**src/rtl/minmax_sort4_ctrl_pkg.sv**
```systemverilog
// Shared types and constants for the 4-word sorter: FSM states and the
// compare-exchange schedule that drives the single shared comparator.
package minmax_sort4_ctrl_pkg;

    typedef enum logic [1:0] {
        IDLE = 2'd0,
        SORT = 2'd1,
        DONE = 2'd2
    } state_t;

    localparam int SORT_STEPS = 6;

    // Lower index of the pair compared at each step, step 0 in the LSBs.
    // The upper index is always lower+1: (0,1) (1,2) (2,3) (0,1) (1,2) (0,1).
    localparam logic [2*SORT_STEPS-1:0] SCHED_LO = {2'd0, 2'd1, 2'd0, 2'd2, 2'd1, 2'd0};

    function automatic logic [1:0] pair_lo(input logic [2:0] step);
        if (int'(step) < SORT_STEPS) begin
            return SCHED_LO[{step, 1'b0} +: 2];
        end
        return 2'd0;
    endfunction

endpackage

```
**src/rtl/minmax_sort4_ctrl_if.sv**
```systemverilog
// Input/output val-rdy bundle of the 4-word sorter.
interface minmax_sort4_ctrl_if #(
    parameter int p_nbits = 8
);
    logic               in_val;
    logic               in_rdy;
    logic [p_nbits-1:0] in_data0;
    logic [p_nbits-1:0] in_data1;
    logic [p_nbits-1:0] in_data2;
    logic [p_nbits-1:0] in_data3;
    logic               out_val;
    logic               out_rdy;
    logic [p_nbits-1:0] out_data0;
    logic [p_nbits-1:0] out_data1;
    logic [p_nbits-1:0] out_data2;
    logic [p_nbits-1:0] out_data3;

    modport master (
        output in_val, in_data0, in_data1, in_data2, in_data3, out_rdy,
        input  in_rdy, out_val, out_data0, out_data1, out_data2, out_data3
    );

    modport slave (
        input  in_val, in_data0, in_data1, in_data2, in_data3, out_rdy,
        output in_rdy, out_val, out_data0, out_data1, out_data2, out_data3
    );
endinterface

```
**src/rtl/minmax_sort4_ctrl_minmax_unit.sv**
```systemverilog
// Combinational unsigned 2-input compare-exchange.
module minmax_unit #(
    parameter int p_nbits = 8
) (
    input  logic [p_nbits-1:0] in0,
    input  logic [p_nbits-1:0] in1,
    output logic [p_nbits-1:0] min,
    output logic [p_nbits-1:0] max
);
    logic w_swap;

    assign w_swap = (in0 > in1);
    assign min    = w_swap ? in1 : in0;
    assign max    = w_swap ? in0 : in1;
endmodule

```
**src/rtl/minmax_sort4_ctrl.sv**
```systemverilog
// Sequential 4-word ascending sorter: one shared min/max unit stepped through
// a fixed 6-step compare-exchange schedule, val/rdy on both sides.
module minmax_sort4_ctrl
    import minmax_sort4_ctrl_pkg::*;
#(
    parameter int p_nbits = 8
) (
    input  logic               clk,
    input  logic               reset,
    minmax_sort4_ctrl_if.slave bus
);
    state_t             r_state;
    state_t             w_state_next;
    logic [2:0]         r_step;
    logic [2:0]         w_step_next;
    logic [p_nbits-1:0] w_in   [4];
    logic [p_nbits-1:0] w_word [4];
    logic [1:0]         w_lo;
    logic [1:0]         w_hi;
    logic [p_nbits-1:0] w_a;
    logic [p_nbits-1:0] w_b;
    logic [p_nbits-1:0] w_min;
    logic [p_nbits-1:0] w_max;
    logic               w_accept;
    logic               w_sorting;

    assign w_in[0] = bus.in_data0;
    assign w_in[1] = bus.in_data1;
    assign w_in[2] = bus.in_data2;
    assign w_in[3] = bus.in_data3;

    assign w_accept  = (r_state == IDLE) && bus.in_val;
    assign w_sorting = (r_state == SORT);

    assign w_lo = pair_lo(r_step);
    assign w_hi = w_lo + 2'd1;
    assign w_a  = w_word[w_lo];
    assign w_b  = w_word[w_hi];

    minmax_unit #(
        .p_nbits (p_nbits)
    ) u_minmax (
        .in0 (w_a),
        .in1 (w_b),
        .min (w_min),
        .max (w_max)
    );

    always_ff @(posedge clk or posedge reset) begin
        if (reset) begin
            r_state <= IDLE;
            r_step  <= 3'd0;
        end else begin
            r_state <= w_state_next;
            r_step  <= w_step_next;
        end
    end

    always_comb begin
        w_state_next = r_state;
        w_step_next  = r_step;
        case (r_state)
            IDLE: begin
                if (bus.in_val) begin
                    w_state_next = SORT;
                    w_step_next  = 3'd0;
                end
            end
            SORT: begin
                if (r_step == 3'(SORT_STEPS - 1)) begin
                    w_state_next = DONE;
                    w_step_next  = 3'd0;
                end else begin
                    w_step_next = r_step + 3'd1;
                end
            end
            DONE: begin
                if (bus.out_rdy) begin
                    w_state_next = IDLE;
                end
            end
            default: begin
                w_state_next = IDLE;
                w_step_next  = 3'd0;
            end
        endcase
    end

    // Each word only ever takes its input, the min (as lower index) or the max.
    genvar gi;
    generate
        for (gi = 0; gi < 4; gi++) begin : g_word
            logic [p_nbits-1:0] r_word;

            always_ff @(posedge clk or posedge reset) begin
                if (reset) begin
                    r_word <= '0;
                end else if (w_accept) begin
                    r_word <= w_in[gi];
                end else if (w_sorting) begin
                    if (w_lo == 2'(gi)) begin
                        r_word <= w_min;
                    end else if (w_hi == 2'(gi)) begin
                        r_word <= w_max;
                    end
                end
            end

            assign w_word[gi] = r_word;
        end
    endgenerate

    assign bus.in_rdy    = (r_state == IDLE);
    assign bus.out_val   = (r_state == DONE);
    assign bus.out_data0 = w_word[0];
    assign bus.out_data1 = w_word[1];
    assign bus.out_data2 = w_word[2];
    assign bus.out_data3 = w_word[3];
endmodule

```
**src/flat_wrapper.sv**
```systemverilog
// flat-port wrapper written by rule: the top's interface ports become plain ports
module minmax_sort4_ctrl_flat import minmax_sort4_ctrl_pkg::*;
#(
    parameter int p_nbits = 8
)
  (clk, reset, bus_in_val, bus_in_data0, bus_in_data1, bus_in_data2, bus_in_data3, bus_out_rdy, bus_in_rdy, bus_out_val, bus_out_data0, bus_out_data1, bus_out_data2, bus_out_data3);
  minmax_sort4_ctrl_if #(.p_nbits(p_nbits)) bus_i ();
  input  logic clk;
  input  logic reset;
  input wire logic [$bits(bus_i.in_val)-1:0] bus_in_val;
  input wire logic [$bits(bus_i.in_data0)-1:0] bus_in_data0;
  input wire logic [$bits(bus_i.in_data1)-1:0] bus_in_data1;
  input wire logic [$bits(bus_i.in_data2)-1:0] bus_in_data2;
  input wire logic [$bits(bus_i.in_data3)-1:0] bus_in_data3;
  input wire logic [$bits(bus_i.out_rdy)-1:0] bus_out_rdy;
  output wire logic [$bits(bus_i.in_rdy)-1:0] bus_in_rdy;
  output wire logic [$bits(bus_i.out_val)-1:0] bus_out_val;
  output wire logic [$bits(bus_i.out_data0)-1:0] bus_out_data0;
  output wire logic [$bits(bus_i.out_data1)-1:0] bus_out_data1;
  output wire logic [$bits(bus_i.out_data2)-1:0] bus_out_data2;
  output wire logic [$bits(bus_i.out_data3)-1:0] bus_out_data3;
  assign bus_i.in_val = bus_in_val;
  assign bus_i.in_data0 = bus_in_data0;
  assign bus_i.in_data1 = bus_in_data1;
  assign bus_i.in_data2 = bus_in_data2;
  assign bus_i.in_data3 = bus_in_data3;
  assign bus_i.out_rdy = bus_out_rdy;
  assign bus_in_rdy = bus_i.in_rdy;
  assign bus_out_val = bus_i.out_val;
  assign bus_out_data0 = bus_i.out_data0;
  assign bus_out_data1 = bus_i.out_data1;
  assign bus_out_data2 = bus_i.out_data2;
  assign bus_out_data3 = bus_i.out_data3;
  minmax_sort4_ctrl #(.p_nbits(p_nbits)) u_core (.clk(clk), .reset(reset), .bus(bus_i));
endmodule
```
**config.mk**
```make
export PLATFORM = sky130hd
export DESIGN_NAME = minmax_sort4_ctrl_flat
export DESIGN_NICKNAME = d
export VERILOG_FILES = /design/src/rtl/minmax_sort4_ctrl_pkg.sv /design/src/rtl/minmax_sort4_ctrl_if.sv /design/src/rtl/minmax_sort4_ctrl_minmax_unit.sv /design/src/rtl/minmax_sort4_ctrl.sv /design/src/flat_wrapper.sv
export SDC_FILE = /design/constraint.sdc
export NUM_CORES = 1
export LEC_CHECK = 0
export BUFFER_PORTS_ARGS = -buffer_cell sky130_fd_sc_hd__buf_2
export CAP_MARGIN = 40
export CORE_MARGIN = 2
export CORE_UTILIZATION = 34
export CTS_CLUSTER_SIZE = 10
export DETAILED_ROUTE_END_ITERATION = 6
export PLACE_DENSITY = 0.57
export SLEW_MARGIN = 20
export SYNTH_ARGS = -nofsm -noshare
export SYNTH_HDL_FRONTEND = slang
export SYNTH_HIERARCHICAL = 1
export SYNTH_SLANG_ARGS = --single-unit
```
**constraint.sdc**
```tcl
create_clock -name clk -period 4.13 [get_ports clk]
set_input_delay 0.2065 -clock clk [delete_from_list [all_inputs] [get_ports clk]]
set_output_delay 0.2065 -clock clk [all_outputs]
set_load 0.01 [all_outputs]
```
==> run_results.csv, run 1 <==
group,metric,value,unit
sta,drv_slew,0,
clock_network,cts-root-buf,"clkbuf_8",
global_route,track_usage,17.3,%
min_path,min_path_type,"primary input to asynchronous set/reset pin",
route,viasPerCell,5.29,
critical_path,arrival,3.94,ns
route,firstDrtPassIters,4,
clock_network,h-tree-depth,2,
final_layout,nFillCells,802,
critical_path,cp-start-kind,"flop",
yosys,yosys-top-cells-area,"dfrtp_1 (33%), nand2_1 (7.6%), a22oi_1 (7.3%), mux2_4 (7.1%), mux2i_1 (5.8%)",
yosys,synth.avg_cell_area,9.50,um2
route,ant_nets,0,
floorplanning,die-width,94.2,um
final_layout,final_nets,401,
sta,finClkSkew,0.00320,ns
floorplanning,core_area,0.00781,mm2
clock_network,clk_latency,0.29,ns
sta,tightest_slew,0.922,ns
route,wl_per_cell,16.4,um
yosys,synth_async_sr_flop_share,100,%
outcome,status,"finished, final reports clean",
sta,hold_viol,0,
floorplanning,io_pins,70,
final_layout,fin_util,41.9,%
global_route,antenna_found_initial,0,
yosys,synth_cell_types,41,
route,route.detailed.drc,0,
critical_path,setup.worst_path.class,"flop to flop",
sta,setup_viol,0,
critical_path,critPathMaxStageDelay,0.54,ns
floorplanning,die_h,94.2,um
sta,period_needed,3.77,ns
global_route,grt_max_degree,38,
placement,place_congestion,0.784,
critical_path,crit_family,"compound AO/OA/AOI/OAI gates",
clock_network,clockBufferDepth,2,
critical_path,end_kind,"flop",
sta,fmaxAchievable,265,MHz
sta,relSlewSlack,38.4,%
critical_path,worstReg2RegEnd,"u_core/bus.out_data0[7]",
yosys,synth_area,0.00276,mm2
clock_network,clock_sinks,37,
sta,rsz0062_at_grt,"false",
flow_run,drv_cap,0,
floorplanning,initial_utilization,35.4,%
yosys,yosysTopAreaCell,"dfrtp_1",
yosys,synth-seq-cells,37,
clock_network,ctsHoldBuffers,0,
critical_path,worst-path-buf-inv,2,
critical_path,r2r-start,"u_core/r_step[0]",
sta,tns,0,ns
critical_path,r2r_setup_slack,0.36,ns
yosys,yosys_warnings,6,
route,vias,2432,
placement,portBuffers,69,
yosys,syn_nets,335,
final_layout,num_antenna_cells,0,
global_route,overflow,0,
route,drt_iter0_markers,83,
clock_network,tritoncts,"yes",
yosys,synth_top_area_share,33.5,%
yosys,syn_inst,291,
clock_network,clk_pin_slew,0.07,ns
clock_network,cts_buffers,5,
route,wirelength,7550,um
critical_path,critPathMaxFanout,25,
yosys,seq_area_frac_synth,33.5,%
sta,period_share,91.3,%
global_route,grt_pass1_vias,2347,
clock_network,ctsResizeCount,0,
final_layout,syn_to_final_growth,18.5,%
critical_path,crit_chain,"xnor2_1, o21ba_1, buf_4, nand2_1, nand2_1, inv_1, ha_1, nor2b_4, o211ai_2, a21oi_2, o22ai_4, mux2_2, mux2_2, a221o_1",
critical_path,cp.required,4.30,ns
final_layout,layout-drive-gt1-share,32.1,%
clock_network,post_cts_buffers,0,
critical_path,cp_slowest_cell,"o22ai_4",
placement,hpwl,5370,um
critical_path,r2r_cells,14,
global_route,grt_pass1_wl,11900,um
yosys,synth-main-ff-cell,"dfrtp_1",
floorplanning,die_area,0.00887,mm2
yosys,synth_edf_count,0,
floorplanning,rows,32,
[cells in the mapped netlist (2+ instances only)]
| cell | n |
|---|---|
| a21o_1 | 2 |
| a21oi_1 | 10 |
| a221o_1 | 8 |
| a22oi_1 | 27 |
| a31oi_1 | 2 |
| and2_1 | 9 |
| buf_2 | 4 |
| buf_6 | 3 |
| clkbuf_1 | 8 |
| dfrtp_1 | 37 |
| ha_1 | 8 |
| inv_1 | 15 |
| mux2_1 | 8 |
| mux2_2 | 11 |
| mux2_4 | 13 |
| mux2i_1 | 16 |
| nand2_1 | 56 |
| nand2b_1 | 4 |
| nor2_1 | 4 |
| nor2b_1 | 3 |
| nor3b_2 | 2 |
| o21ai_0 | 16 |
| o21bai_1 | 2 |
| o22ai_1 | 6 |
[worst max-delay path by stage]
| stage | from | endpoint | slack, ns | cells after the start |
|---|---|---|---|---|
| 3_3_place_gp | u_core/r_step[0] | u_core/bus.out_data0[7] | 0.44 | 14 |
| 6_report | u_core/r_step[0] | u_core/bus.out_data0[7] | 0.36 | 14 |
| 3_5_place_dp | u_core/r_step[0] | u_core/bus.out_data0[7] | 0.35 | 14 |
| 5_1_grt | u_core/r_step[0] | u_core/bus.out_data0[3] | 0.1 | 14 |
| 4_1_cts | u_core/r_step[0] | u_core/bus.out_data0[7] | 0.34 | 14 |
| 2_1_floorplan | u_core/r_step[0] | u_core/bus.out_data0[0] | 0.38 | 17 |
[placed cells by master, fill, tap and decap left out, drive strengths merged, types with 2 or more instances in the layout]
| cell | synthesis | final |
|---|---|---|
| a21o | 2 | 2 |
| a21oi | 11 | 11 |
| a221o | 8 | 8 |
| a22oi | 27 | 27 |
| a31oi | 2 | 2 |
| and2 | 9 | 9 |
| buf | 9 | 76 |
| clkbuf | 8 | 8 |
| dfrtp | 37 | 37 |
| ha | 8 | 8 |
| inv | 15 | 15 |
| mux2 | 32 | 32 |
| mux2i | 16 | 16 |
| nand2 | 56 | 56 |
| nand2b | 4 | 4 |
| nand4 | 2 | 2 |
| nor2 | 4 | 4 |
| nor2b | 4 | 4 |
| nor3b | 3 | 3 |
| o21ai | 17 | 17 |
| o21bai | 2 | 2 |
| o22ai | 7 | 7 |
[cell families (layout without fill, tap and decap cells)]
group	Yosys count	after routing	share of synthesized area, %
AOI/OAI and AO/OA	81	81	21.5
DFF	37	37	33.5
adders and majority gates	8	8	3.62
and+or+nand+nor	84	84	14.5
xor gates and xnor gates	1	1	0.317
muxes	48	48	20.6
buffers and inverters	32	99	5.93
[worst reg2reg max path: cells and delay by family (launching register included)]
kind                       cells  cell delay, ns
muxes                          2            0.72
buffers and inverters          2            0.33
and+or+nand+nor                3            0.34
xor gates and xnor gates       1            0.28
DFF                            1            0.49
AOI/OAI and AO/OA              5            1.23
adders and majority gates      1            0.28
[registers in the layout, indices dropped and copies added, names as in the netlist]
signal	cells
u_core/r_step	3
u_core/bus.out_data3	8
u_core/bus.out_data0	8
u_core/bus.out_data1	8
u_core/bus.out_data2	8
u_core/r_state	2
[layout make-up]
class                   count  area, um2  share of cell area (%)
clock buffers               8       80.1                    2.45
multi-input cells         222       1690                    51.6
well taps                 102        128                    3.90
flip-flops and latches     37        926                    28.3
inverters                  15       56.3                    1.72
repair buffers             76        395                    12.1
[layer usage]
metal / wire [um] / vias up / GRT usage (%)
met1: 3680 / 1151 / 25.1
met4: 162 / 0 / 5.92
met2: 3240 / 82 / 25.5
met5: 0 / - / 0
li1: - / 1186 / -
met3: 455 / 13 / 3.45
[metrics by stage]
step                      std cells  instance area [um2]  hold slack (ns)  setup slack [ns]
after CTS                       459                 3270           0.0391             0.339
after global routing            460                 3270           0.0802            0.0986
final                           460                 3270           0.0311             0.361
after floorplan                 291                 2760            0.347             0.382
after detailed placement        451                 3190            0.353             0.353
after global placement          451                 3190            0.348             0.442
Power of run 1 is not shown: default switching activity piles up to over one toggle a cycle in this logic, so the estimate is an artifact.
==> run 2: changes to the inputs <==
--- a/config.mk
+++ b/config.mk
@@ -10,6 +10,6 @@
 export CORE_MARGIN = 2
-export CORE_UTILIZATION = 34
+export CORE_UTILIZATION = 54
 export CTS_CLUSTER_SIZE = 10
 export DETAILED_ROUTE_END_ITERATION = 6
-export PLACE_DENSITY = 0.57
+export PLACE_DENSITY = 0.83
 export SLEW_MARGIN = 20
--- a/constraint.sdc
+++ b/constraint.sdc
@@ -3,2 +3,2 @@
 set_output_delay 0.2065 -clock clk [all_outputs]
-set_load 0.01 [all_outputs]
+set_load 0.05 [all_outputs]
==> run 2 against run 1 <==
  * Via count is 1.6% higher
  * Global-route usage rose by 8.8 points
  * Die area is 36% lower
  * Highest routed layer unchanged
==> run_results.csv, run 2 (same netlist as run 1, synthesis figures left out) <==
group,metric,value,unit
critical_path,setup.worst_path.class,"flop to flop",
floorplanning,die_h,75.5,um
floorplanning,die_area,0.00571,mm2
global_route,grt_pass1_wl,11000,um
global_route,grt_max_degree,38,
critical_path,arrival,3.93,ns
route,vias,2472,
placement,portBuffers,69,
final_layout,final_cell_mix,"buf_2 (70), nand2_1 (56), dfrtp_1 (37)",
critical_path,crit_chain,"xnor2_1, o21ba_1, buf_4, nand2_1, nand2_1, inv_1, ha_1, nor2b_4, o211ai_2, a21oi_2, o22ai_4, mux2_2, mux2_2, a221o_1",
clock_network,ctsHoldBuffers,0,
final_layout,final-seq-area,926,um2
placement,place_congestion,0.881,
floorplanning,io_pins,70,
final_layout,syn_to_final_growth,17.3,%
route,route.detailed.drc,0,
sta,setup_viol,0,
critical_path,end_kind,"flop",
critical_path,r2r_cells,14,
sta,period_needed,3.75,ns
final_layout,num_antenna_cells,0,
clock_network,tritoncts,"yes",
sta,hold_viol,0,
flow_run,drv_cap,0,
sta,rsz0062_at_grt,"false",
clock_network,cts_buffers,5,
critical_path,cp.required,4.31,ns
critical_path,cp-start-kind,"flop",
final_layout,fin_util,64.7,%
sta,tightest_slew,0.820,ns
critical_path,worst-path-buf-inv,2,
critical_path,cp_slowest_cell,"o22ai_4",
route,viasPerCell,5.76,
placement,placed_cells,421,
route,drt_iter0_markers,135,
critical_path,critPathMaxStageDelay,0.52,ns
final_layout,layout-drive-gt1-share,32.3,%
critical_path,worst-path-stages,14,
final_layout,final_nets,402,
sta,relSlewSlack,45.3,%
critical_path,worstSetupEndpoint,"u_core/bus.out_data0[7]",
final_layout,layout_commonest_cell,"buf_2",
sta,period_share,90.8,%
outcome,status,"finished, final reports clean",
final_layout,multi_input_area,0.00169,mm2
placement,hpwl,5020,um
critical_path,r2r_setup_slack,0.38,ns
clock_network,post_cts_buffers,0,
floorplanning,core_area,0.00501,mm2
critical_path,crit_start,"u_core/r_step[0]",
final_layout,nFillCells,447,
min_path,min_path_type,"primary input to asynchronous set/reset pin",
floorplanning,die-width,75.5,um
global_route,grt_pass1_vias,2380,
sta,drv_slew,0,
route,wl_per_cell,16.3,um
clock_network,ctsResizeCount,0,
final_layout,layout.cells.non_filler,429,
floorplanning,initial_utilization,55.2,%
clock_network,clockBufferDepth,2,
route,wirelength,6980,um
critical_path,worstReg2RegEnd,"u_core/bus.out_data0[7]",
clock_network,clock_sinks,37,
global_route,track_usage,26.1,%
critical_path,r2r-start,"u_core/r_step[0]",
clock_network,h-tree-depth,2,
clock_network,clk_pin_slew,0.07,ns
floorplanning,rows,26,
sta,tns,0,ns
global_route,antenna_found_initial,0,
route,firstDrtPassIters,4,
critical_path,crit_family,"compound AO/OA/AOI/OAI gates",
sta,fmaxAchievable,267,MHz
critical_path,critPathMaxFanout,16,
clock_network,cts-root-buf,"clkbuf_8",
global_route,overflow,0,
route,ant_nets,0,
sta,finClkSkew,0.00895,ns
clock_network,clk_latency,0.30,ns
## run 2: changes by cell type in the layout (fill, tap and decap cells not counted)
cell / previous run / this run
buf_4: 6 / 7
## run 2: area by class of cell
class	count	share of cell area [%]
Multi-Input combinational cell	222	52.1
Timing Repair Buffer	77	12.4
Clock buffer	8	2.47
Inverter	15	1.74
Sequential cell	37	28.6
Tap cell	70	2.70
## run 2: layer usage
metal / global-route usage (%) / part of all wire [%] / vias up
met2: 45.0 / 49 / 96
met1: 32.8 / 43 / 1180
li1: - / - / 1189
met5: 0 / 0 / -
met4: 8.77 / 1.0 / 0
met3: 5.03 / 7.6 / 7
## run 2: worst min path at each step
stage / start / to / cells after the start
after floorplan: bus_in_data3[4] / u_core/bus.out_data3[4] / 2
after global placement: reset / u_core/bus.out_data0[5] / 3
after detailed placement: reset / u_core/bus.out_data0[5] / 3
after CTS: reset / u_core/bus.out_data1[6] / 3
after global routing: reset / u_core/bus.out_data1[6] / 3
final: reset / u_core/bus.out_data1[6] / 3
## run 2: stage by stage
stage	setup slack [ns]	cell area (um2)	hold WS [ns]
final	0.380	3240	0.00665
after global routing	0.155	3240	0.0613
after CTS	0.394	3240	0.0174
after detailed placement	0.434	3160	0.339
after global placement	0.541	3160	0.336
after floorplan	0.372	2760	0.347
## run 2: tightest hold or removal path, cell delays in order
cell and delay (ns):
buf_2 0.09, inv_1 0.04, buf_4 0.40
Power of run 2 is left out for the same reason.
